File: src/rtl/accel_sample_filter_if.sv
// Sample-in / average-out handshake bundle for accel_sample_filter.
// master = producer of samples and consumer of averages; slave = the filter.
interface accel_sample_filter_if;
  logic        in_valid;
  logic [15:0] accel_x;
  logic [15:0] accel_y;
  logic [15:0] accel_z;
  logic        out_valid;
  logic        out_ready;
  logic [15:0] avg_x;
  logic [15:0] avg_y;
  logic [15:0] avg_z;

  modport master (
    output in_valid, accel_x, accel_y, accel_z, out_ready,
    input  out_valid, avg_x, avg_y, avg_z
  );

  modport slave (
    input  in_valid, accel_x, accel_y, accel_z, out_ready,
    output out_valid, avg_x, avg_y, avg_z
  );
endinterface

File: src/rtl/accel_sample_filter.sv
// Per-axis boxcar moving average over 2**LOG2_DEPTH accelerometer samples, valid/ready output.
// Optional motion detector enabled by defining ACCEL_MOTION_EN.
module accel_sample_filter_lane #(
  parameter int          LOG2_DEPTH    = 2,
  parameter logic [15:0] MOTION_THRESH = 16'd256
) (
  input  logic                  clk,
  input  logic                  reset,
  input  logic                  in_valid,
  input  logic                  run,
  input  logic [LOG2_DEPTH-1:0] wp,
  input  logic [15:0]           sample,
`ifdef ACCEL_MOTION_EN
  output logic                  trip,
`endif
  output logic [15:0]           mean
);
  localparam int N  = 1 << LOG2_DEPTH;
  localparam int SW = 16 + LOG2_DEPTH;

  logic [15:0]          mem [N];
  logic signed [SW-1:0] sum;
  logic signed [SW-1:0] new_ext;
  logic signed [SW-1:0] old_ext;

  assign new_ext = {{LOG2_DEPTH{sample[15]}}, sample};
  // While filling, the slot being overwritten holds stale data, so nothing is retired.
  assign old_ext = run ? {{LOG2_DEPTH{mem[wp][15]}}, mem[wp]} : '0;
  assign mean    = 16'(sum >>> LOG2_DEPTH);

  always_ff @(posedge clk) begin
    if (reset)         sum <= '0;
    else if (in_valid) sum <= sum - old_ext + new_ext;
  end

  always_ff @(posedge clk) begin
    if (in_valid && !reset) mem[wp] <= sample;
  end

`ifdef ACCEL_MOTION_EN
  logic [16:0] diff;
  logic [16:0] mag;

  // mean here is still the pre-sample average: sum updates on this same edge.
  assign diff = {sample[15], sample} - {mean[15], mean};
  assign mag  = diff[16] ? (~diff + 17'd1) : diff;

  always_ff @(posedge clk) begin
    if (reset)                trip <= 1'b0;
    else if (in_valid && run) trip <= (mag > {1'b0, MOTION_THRESH});
  end
`endif
endmodule

module accel_sample_filter #(
  parameter int          LOG2_DEPTH    = 2,
  parameter logic [15:0] MOTION_THRESH = 16'd256
) (
  input  logic                 clk,
  input  logic                 reset,
  accel_sample_filter_if.slave bus,
  output logic                 warm,
  output logic                 overrun,
  input  logic                 clr_overrun,
  output logic                 motion
);
  localparam int NUM_LANES = 3;
  localparam int VEC_W     = 16;
  localparam int STAGES    = 1;
  localparam logic [LOG2_DEPTH-1:0] WP_ONE  = 1;
  localparam logic [LOG2_DEPTH-1:0] WP_LAST = '1;

  typedef enum logic {FILL, RUN} state_t;
  state_t state_q, state_d;

  logic [LOG2_DEPTH-1:0]             wp;
  logic [STAGES:1]                   vld_pipe;
  logic [NUM_LANES-1:0][VEC_W-1:0]   samp;
  logic [NUM_LANES-1:0][VEC_W-1:0]   mean;
  logic [NUM_LANES-1:0][VEC_W-1:0]   avg_q;
  logic                              out_valid_q;
  logic                              run;
  logic                              load;

  assign samp = {bus.accel_z, bus.accel_y, bus.accel_x};
  assign run  = (state_q == RUN);
  assign warm = run;
  // Stage-2 load; warm is already set by the time the Nth sample reaches here.
  assign load = vld_pipe[STAGES] & warm;

  always_comb begin
    state_d = state_q;
    case (state_q)
      FILL:    if (bus.in_valid && wp == WP_LAST) state_d = RUN;
      RUN:     state_d = RUN;
      default: state_d = FILL;
    endcase
  end

  always_ff @(posedge clk) begin
    if (reset) begin
      state_q <= FILL;
      wp      <= '0;
    end else begin
      state_q <= state_d;
      if (bus.in_valid) wp <= wp + WP_ONE;
    end
  end

`ifdef ACCEL_MOTION_EN
  logic [NUM_LANES-1:0] trip;
`endif

  for (genvar g = 0; g < NUM_LANES; g++) begin : g_lane
    accel_sample_filter_lane #(
      .LOG2_DEPTH   (LOG2_DEPTH),
      .MOTION_THRESH(MOTION_THRESH)
    ) u_lane (
      .clk     (clk),
      .reset   (reset),
      .in_valid(bus.in_valid),
      .run     (run),
      .wp      (wp),
      .sample  (samp[g]),
`ifdef ACCEL_MOTION_EN
      .trip    (trip[g]),
`endif
      .mean    (mean[g])
    );
  end

  always_ff @(posedge clk) begin
    if (reset) begin
      vld_pipe    <= '0;
      avg_q       <= '0;
      out_valid_q <= 1'b0;
      overrun     <= 1'b0;
    end else begin
      vld_pipe[1] <= bus.in_valid;
      if (load) begin
        avg_q       <= mean;
        out_valid_q <= 1'b1;
      end else if (out_valid_q && bus.out_ready) begin
        out_valid_q <= 1'b0;
      end
      // Overwrite of a pending average sets; set beats a same-cycle clear.
      if (load && out_valid_q && !bus.out_ready) overrun <= 1'b1;
      else if (clr_overrun)                     overrun <= 1'b0;
    end
  end

`ifdef ACCEL_MOTION_EN
  always_ff @(posedge clk) begin
    if (reset)                 motion <= 1'b0;
    else if (vld_pipe[STAGES]) motion <= |trip;
  end
`else
  assign motion = 1'b0;
`endif

  assign bus.out_valid = out_valid_q;
  assign bus.avg_x     = avg_q[0];
  assign bus.avg_y     = avg_q[1];
  assign bus.avg_z     = avg_q[2];
endmodule

File: src/flat_wrapper.sv
// flat-port wrapper written by rule: the top's interface ports become plain ports
module accel_sample_filter_flat 
#(
  parameter int          LOG2_DEPTH    = 2,
  parameter logic [15:0] MOTION_THRESH = 16'd256
)
  (clk, reset, warm, overrun, clr_overrun, motion, bus_in_valid, bus_accel_x, bus_accel_y, bus_accel_z, bus_out_ready, bus_out_valid, bus_avg_x, bus_avg_y, bus_avg_z);
  accel_sample_filter_if bus_i ();
  input  logic clk;
  input  logic reset;
  output logic warm;
  output logic overrun;
  input  logic clr_overrun;
  output logic motion;
  input wire logic [$bits(bus_i.in_valid)-1:0] bus_in_valid;
  input wire logic [$bits(bus_i.accel_x)-1:0] bus_accel_x;
  input wire logic [$bits(bus_i.accel_y)-1:0] bus_accel_y;
  input wire logic [$bits(bus_i.accel_z)-1:0] bus_accel_z;
  input wire logic [$bits(bus_i.out_ready)-1:0] bus_out_ready;
  output wire logic [$bits(bus_i.out_valid)-1:0] bus_out_valid;
  output wire logic [$bits(bus_i.avg_x)-1:0] bus_avg_x;
  output wire logic [$bits(bus_i.avg_y)-1:0] bus_avg_y;
  output wire logic [$bits(bus_i.avg_z)-1:0] bus_avg_z;
  assign bus_i.in_valid = bus_in_valid;
  assign bus_i.accel_x = bus_accel_x;
  assign bus_i.accel_y = bus_accel_y;
  assign bus_i.accel_z = bus_accel_z;
  assign bus_i.out_ready = bus_out_ready;
  assign bus_out_valid = bus_i.out_valid;
  assign bus_avg_x = bus_i.avg_x;
  assign bus_avg_y = bus_i.avg_y;
  assign bus_avg_z = bus_i.avg_z;
  accel_sample_filter #(.LOG2_DEPTH(LOG2_DEPTH), .MOTION_THRESH(MOTION_THRESH)) u_core (.clk(clk), .reset(reset), .bus(bus_i), .warm(warm), .overrun(overrun), .clr_overrun(clr_overrun), .motion(motion));
endmodule
File: config.mk
export PLATFORM = sky130hd
export DESIGN_NAME = accel_sample_filter_flat
export DESIGN_NICKNAME = d
export VERILOG_FILES = /design/src/rtl/accel_sample_filter_if.sv /design/src/rtl/accel_sample_filter.sv /design/src/flat_wrapper.sv
export SDC_FILE = /design/constraint.sdc
export NUM_CORES = 1
export LEC_CHECK = 0
export ABC_CLOCK_PERIOD_IN_PS = 5070
export BUFFER_PORTS_ARGS = -buffer_cell sky130_fd_sc_hd__buf_2
export CAP_MARGIN = 5
export CORE_ASPECT_RATIO = 0.9
export CORE_UTILIZATION = 60
export DETAILED_ROUTE_END_ITERATION = 8
export PLACE_DENSITY = 0.79
export SETUP_SLACK_MARGIN = 0.05
export SLEW_MARGIN = 5
export SYNTH_ARGS = -nofsm -noshare
export SYNTH_HDL_FRONTEND = slang
export SYNTH_SLANG_ARGS = --single-unit
File: constraint.sdc
create_clock -name clk -period 5.07 [get_ports clk]
set_input_delay 1.014 -clock clk [delete_from_list [all_inputs] [get_ports clk]]
set_output_delay 1.014 -clock clk [all_outputs]
set_load 0.05 [all_outputs]
==> results of run 1 <==
-- sequential cells by signal, summed over array words and instances (netlist names), named ones only --
signal / cells
u_core.g_lane.u_lane.mem: 192
u_core.g_lane.u_lane.sum: 54
u_core.bus.avg_x: 16
u_core.bus.avg_y: 16
u_core.bus.avg_z: 16
u_core.wp: 2
u_core.bus.out_valid: 1
u_core.overrun: 1
u_core.vld_pipe: 1
u_core.warm: 1
-- kinds of logic after synthesis --
logic type | after synthesis | share of synthesized area
xor+xnor | 19 | 0.0107
fa+ha+maj | 112 | 0.115
compound gates | 253 | 0.105
mux | 64 | 0.0782
buf+inv | 277 | 0.0679
simple gates | 349 | 0.109
flops | 302 | 0.514
other cells | 1 | 0.000242
-- power groups by stage --
stage,clock network (mW),registers [mW],logic (mW)
after global placement,0,3.00,2.52
final,2.33,2.96,2.67
after detailed placement,0,3.01,2.59
after CTS,2.36,2.96,2.63
after floorplan,0,2.95,2.08
after global routing,2.45,2.98,3.01
-- synthesized netlist by cell type, types with 7 or more instances --
library cell	count
inv_1	216
edfxtp_1	192
nand2_1	145
dfxtp_1	110
a21oi_1	103
ha_1	61
fa_1	51
and2_1	50
nor2_1	49
clkbuf_1	48
mux4_2	45
o21ai_0	32
nand3_1	23
nor3_1	21
a211oi_1	15
and3_1	15
xnor2_1	15
a21o_1	14
mux2i_1	13
o21a_1	12
o22ai_1	9
nand2b_1	8
o2111ai_1	8
buf_2	7
-- worst min-delay path: stages, from the launching register on --
cell and delay (ns):
dfxtp_1 0.31, nand2_1 0.05, a21oi_1 0.05
-- worst max path at each step --
stage | start | endpoint | slack [ns] | cells after the start
finish | flip-flop | u_core.g_lane[1].u_lane.sum[17]$_SDFFE_PP0P_ | 0.86 | 12
CTS | flip-flop | u_core.g_lane[1].u_lane.sum[16]$_SDFFE_PP0P_ | 0.82 | 12
global placement | flip-flop | u_core.g_lane[1].u_lane.sum[16]$_SDFFE_PP0P_ | 0.89 | 12
global route | flip-flop | u_core.g_lane[1].u_lane.sum[17]$_SDFFE_PP0P_ | 0.51 | 12
detailed placement | flip-flop | u_core.g_lane[1].u_lane.sum[16]$_SDFFE_PP0P_ | 0.81 | 12
floorplan | flip-flop | u_core.g_lane[2].u_lane.sum[16]$_SDFFE_PP0P_ | 1.22 | 13
-- cell type report --
type	count	area [µm²]	share of cell area
Sequential cell	302	7970	0.459
Multi-Input combinational cell	798	6480	0.373
Inverter	217	815	0.0468
Clock buffer	35	811	0.0466
Timing Repair Buffer	115	646	0.0371
Tap cell	342	428	0.0246
Clock inverter	21	234	0.0135
Antenna cell	1	2.50	0.000144
-- per-layer routing --
layer  GRT usage  wire length (µm)
met5           0                 0
met4      0.0782               940
met3      0.0328              1880
met2       0.433             16200
met1       0.354             14400
-- layout by cell type (no fill, tap or decap), types with 6 or more instances in the layout --
master	count
edfxtp_1	192
nand2_1	144
o211ai_1	6
inv_1	216
and2_1	49
o31ai_1	6
nor3_1	21
clkbuf_16	31
a311o_1	6
buf_2	102
mux2_2	6
nand3b_1	6
dfxtp_1	108
o2111ai_1	8
o21ai_0	32
ha_1	61
and3_1	11
mux2i_1	13
a21o_1	14
buf_4	10
xnor2_1	15
clkinv_2	9
o22ai_1	9
nand2b_1	8
o21a_1	12
nand3_1	23
mux4_2	45
fa_1	51
a21oi_1	103
nor2_1	49
a211oi_1	15
-- through the flow --
| step | cells | cell area, µm² | total power, mW | utilization | setup slack (ns) |
|---|---|---|---|---|---|
| after floorplan | 1377 | 15500 | 5.03 | - | 1.22 |
| after global placement | 1774 | 16300 | 5.52 | 0.647 | 0.892 |
| after detailed placement | 1774 | 16300 | 5.60 | 0.647 | 0.808 |
| after CTS | 1830 | 17400 | 7.95 | 0.688 | 0.823 |
| after global routing | 1831 | 17400 | 8.44 | 0.688 | 0.510 |
| final | 1831 | 17400 | 7.96 | 0.688 | 0.859 |
==> results.py, run 1 <==
metrics = {
    "outcome": {
        "status": "complete, no violations",
    },
    "timing": {
        "rsz0062_at_grt": "false",
        "worst_slew_margin_rel": 0.213,
        "final_hold_viol_count": 0,
        "min_period_ns": 4.21,
        "fin_tns_setup_ns": 0,
        "fin_hold_ws_ns": 0.452,
        "setup_viol": 0,
        "fin_worst_skew_ns": 0.0140,
        "tightest_slew_ns": 1.18,
        "max_freq_ghz": 0.237,
        "fin_crit_sh": 0.831,
        "slew_viol_final": 0,
    },
    "finish": {
        "final_nets": 1629,
        "drive_above_1_share": 0.156,
        "areaGrowthSynthToFinish_pct": 12.2,
        "nFillCells": 1815,
    },
    "setup_path": {
        "cpLargestDelayFamily": "simple AND/OR/NAND/NOR gates",
        "path_buf_inv": 2,
        "crit_fanout": 23,
        "reg2reg_to": "u_core.g_lane[1].u_lane.sum[17]$_SDFFE_PP0P_",
        "critPathSlowestCell": "dfxtp_4",
        "arrival_ns": 4.70,
        "crit_type": "reg -> reg",
        "required_ns": 5.56,
        "r2r_setup_slack_ns": 0.86,
        "cp_slowest_stage_delay_ns": 0.64,
        "cp_cell_sequence": "buf_4 -> mux4_2 -> and2_1 -> fa_1 -> inv_1 -> ha_1 -> a211oi_1 -> o21ai_0 -> nand4_1 -> and4_1 -> or4_1 -> a21oi_1",
        "rr_worst_depth": 12,
        "end_kind": "flip-flop",
        "start_kind": "flip-flop",
    },
    "global_routing": {
        "antenna_found_initial": 1,
        "grt_pass1_vias": 10500,
        "grt.overflow.total": 0,
        "track_usage": 0.259,
        "grt_start_max_net_pins": 69,
        "grt_pass1_wl_mm": 53.6,
    },
    "route": {
        "final_antenna_net_count": 0,
        "drtIter0Drc": 874,
        "post_drt_wl_per_cell_um": 18.3,
        "first_pass_iters": 5,
        "routed_wl_mm": 33.5,
        "via_count": 10600,
        "avgViaCountPerCell": 5.77,
        "drc": 0,
    },
    "clocking": {
        "cts-root-buf": "clkbuf_16",
        "cts.clk_slew.worst_paths_ns": 0.06,
        "clkLatencyLatePin_ns": 0.56,
        "cts_tree": "yes",
        "cts_buffers": 30,
        "cts_setup_buffers": 0,
        "holdBufCountCts": 0,
        "cts_max_level": 1,
        "post_cts_resize_count": 0,
        "clockBufferDepth": 3,
        "cts_num_sinks": 302,
    },
    "pwr": {
        "switching_share": 0.332,
        "p_sw_mw": 2.65,
        "p_per_area_nw_per_um2": 458,
        "leakage_nw": 6.94,
        "p_seq_frac": 0.372,
        "power_frac_comb": 0.335,
        "clock_power_share": 0.293,
        "p_int_mw": 5.31,
        "ir_worst_vdd_uv": 314,
    },
    "synth": {
        "syn_nets": 1542,
        "ys_types": 68,
        "yosysTopAreaCell": "edfxtp_1",
        "yosys_warnings": 0,
        "seq_area_frac_synth": 0.514,
        "synth_edf_count": 192,
        "synth_cells": 1377,
        "ys_ff_latch": 302,
        "async_flop_share": 0,
        "syn_area_per_cell_um2": 11.2,
        "syn-cell-area_um2": 15500,
        "netlist.area_leader.share": 0.372,
        "ys_top_cells_by_area": "edfxtp_1 37%, dfxtp_1 14%, fa_1 6.6%",
        "dominantRegCellSynth": "edfxtp_1",
    },
    "die": {
        "rows": 55,
        "floorplan.die.height_um": 154,
        "die_w_um": 171,
        "dieArea_um2": 26500,
        "core_area_um2": 25300,
        "initial_utilization": 0.613,
        "ios": 105,
    },
    "hold_path": {
        "hold_path_class": "reg -> reg",
        "whs_path_depth": 2,
        "hold_start": "u_core.bus.avg_x[10]$_SDFFE_PP0P_",
        "whs_endpoint": "u_core.bus.avg_x[10]$_SDFFE_PP0P_",
    },
    "placed_design": {
        "portBuffers": 103,
        "place_congestion": 0.898,
        "hpwl_mm": 21.7,
    },
    "job": {
        "max-cap-violations": 0,
    },
}
Power figures use the tool's default switching activity.
==> run 2: changes to the inputs <==
- ABC_CLOCK_PERIOD_IN_PS: 5070 -> 3800
- CORE_UTILIZATION: 60 -> 55
- PLACE_DENSITY: 0.79 -> 0.76
- clock period: 5.07 -> 3.8 ns (I/O delays scaled with it)
==> run 2 against run 1 <==
Compared with the run above:
- fmax increased by 14%
- register-to-register slack got worse by 0.75 ns
- critical path depth increased by 1
- sequential cell count unchanged
- sequential power increased by 33%
- non-clock buffer count increased by 47
- clock skew decreased by 0.0020 ns
- critical path type unchanged
- utilization decreased by 2.8 points
- highest routed layer unchanged
==> results.py, run 2 (synthesis results as in run 1) <==
metrics = {
    "outcome": {
        "status": "complete, no violations",
    },
    "finish": {
        "final_common_cell": "inv_1",
        "top_regs": "u_core.g_lane.u_lane.mem x192, u_core.g_lane.u_lane.sum x54",
        "largest_register": "u_core.g_lane.u_lane.mem",
        "largest_reg_flops": 192,
        "areaGrowthSynthToFinish_pct": 16.4,
        "fin_cells": 1891,
        "final_cell_mix": "214 x inv_1, 192 x edfxtp_1, 144 x nand2_1",
        "drive_above_1_share": 0.207,
        "final_nets": 1676,
        "nFillCells": 2025,
    },
    "hold_path": {
        "hold_path_class": "in -> reg",
        "whs_path_depth": 1,
        "whs_endpoint": "u_core.g_lane[0].u_lane.mem[1][8]$_DFFE_PP_",
        "hold_start": "bus_accel_x[8]",
    },
    "setup_path": {
        "end_kind": "flip-flop",
        "reg2reg_to": "u_core.g_lane[2].u_lane.sum[16]$_SDFFE_PP0P_",
        "r2r_setup_slack_ns": 0.10,
        "rr_worst_depth": 13,
        "cp_cell_sequence": "buf_6 -> buf_12 -> buf_4 -> mux4_2 -> and2_1 -> fa_1 -> inv_1 -> ha_1 -> and2_2 -> a221o_2 -> a31o_4 -> or4_1 -> nand3_1",
        "critPathSlowestCell": "fa_1",
        "required_ns": 4.31,
        "cp_slowest_stage_delay_ns": 0.48,
        "arrival_ns": 4.20,
        "crit_type": "reg -> reg",
        "crit_fanout": 6,
        "start_kind": "flip-flop",
    },
    "placed_design": {
        "portBuffers": 103,
        "place_congestion": 0.881,
        "dp_cells": 1809,
        "hpwl_mm": 23.4,
    },
    "die": {
        "dieArea_um2": 28800,
        "die_w_um": 179,
        "initial_utilization": 0.567,
        "core_area_um2": 27300,
        "rows": 57,
        "ios": 105,
        "floorplan.die.height_um": 161,
    },
    "route": {
        "avgViaCountPerCell": 5.74,
        "final_antenna_net_count": 0,
        "first_pass_iters": 5,
        "drtIter0Drc": 859,
        "drc": 0,
        "via_count": 10900,
        "routed_wl_mm": 35.8,
        "post_drt_wl_per_cell_um": 18.9,
    },
    "timing": {
        "slew_viol_final": 0,
        "final_hold_viol_count": 0,
        "fin_hold_ws_ns": 0.426,
        "rsz0062_at_grt": "true",
        "fin_tns_setup_ns": 0,
        "tightest_slew_ns": 1.20,
        "fin_crit_sh": 0.972,
        "max_freq_ghz": 0.271,
        "min_period_ns": 3.70,
        "fin_worst_skew_ns": 0.0119,
        "setup_viol": 0,
        "worst_slew_margin_rel": 0.195,
    },
    "clocking": {
        "cts_tree": "yes",
        "clockBufferDepth": 3,
        "holdBufCountCts": 0,
        "cts_max_level": 1,
        "cts.clk_slew.worst_paths_ns": 0.07,
        "cts-root-buf": "clkbuf_16",
        "cts_buffers": 30,
        "cts_num_sinks": 302,
        "clkLatencyLatePin_ns": 0.56,
    },
    "pwr": {
        "leakage_nw": 7.17,
        "ir_worst_vdd_uv": 466,
        "p_per_area_nw_per_um2": 610,
    },
    "global_routing": {
        "track_usage": 0.245,
        "antenna_found_initial": 2,
        "grt_start_max_net_pins": 79,
        "grt_pass1_wl_mm": 55.3,
        "grt.overflow.total": 0,
        "grt_pass1_vias": 10700,
    },
    "job": {
        "max-cap-violations": 0,
    },
}
run 2: cell types whose count changed in the layout (fill, tap and decap cells not counted), moves of 5 or more:
cell	previous run	this run
a21oi_1	103	96
a21oi_2	0	6
buf_4	10	47
buf_6	0	5
clkinv_1	5	10
clkinv_2	9	3
ha_1	61	48
ha_2	0	6
ha_4	0	7
o21ai_0	32	23
o21ai_1	0	7
run 2: per-stage QoR:
stage	instance area, µm²	total power, mW	util	setup WS (ns)
after CTS	17500	10.6	0.642	0.0346
final	18000	11.0	0.660	0.105
after detailed placement	16500	7.63	0.606	0.0647
after global routing	18000	11.6	0.660	-0.0431
after floorplan	15500	6.71	-	-0.00538
after global placement	16500	7.52	0.606	0.118
run 2: cell type report:
class                           instances  area [µm²]  share of cell area
Sequential cell                       302        7970               0.442
Timing Repair Buffer                  162        1080              0.0599
Tap cell                              354         443              0.0246
Clock buffer                           32         779              0.0432
Inverter                              217         815              0.0452
Multi-Input combinational cell        798        6720               0.373
Clock inverter                         24         211              0.0117
Antenna cell                            2        5.00            0.000278
run 2: metal layers:
metal  part of all wire  track usage  routed length (µm)  vias up
met2               0.47        0.388               16800      369
met4              0.027       0.0813                 961        0
met5                  0            0                   0        -
met3              0.059       0.0327                2130       69
li1                   -            -                   -     5084
met1               0.44        0.351               15900     5331
run 2: what timing repair did:
item,in CTS,in global routing
setup buffers,1,21
pin swaps,1,17
setup endpoints to repair,2,23
resized for setup,1,71
cloned,0,2
run 2: critical path: cells and delay by family, from the launching register on:
family	cells	cell delay (ns)
compound gates	2	0.59
fa+ha+maj	2	0.82
buf+inv	4	0.42
flops	1	0.36
mux	1	0.47
simple gates	4	0.97
run 2: power breakdown:
group / internal, mW / switching (mW)
combinational: 1.79 / 2.31
sequential: 3.75 / 0.190
clock: 1.69 / 1.27
run 2: worst max path at each step:
stage / depth (start not counted) / end / slack [ns] / start
after detailed placement: 12 / u_core.g_lane[1].u_lane.sum[17]$_SDFFE_PP0P_ / 0.06 / flip-flop
after global routing: 15 / u_core.g_lane[1].u_lane.sum[8]$_SDFFE_PP0P_ / -0.04 / flip-flop
final: 13 / u_core.g_lane[2].u_lane.sum[16]$_SDFFE_PP0P_ / 0.10 / flip-flop
after floorplan: 13 / u_core.g_lane[2].u_lane.sum[16]$_SDFFE_PP0P_ / -0.005 / flip-flop
after global placement: 12 / u_core.g_lane[1].u_lane.sum[17]$_SDFFE_PP0P_ / 0.12 / flip-flop
after CTS: 12 / u_core.g_lane[1].u_lane.sum[14]$_SDFFE_PP0P_ / 0.03 / flip-flop
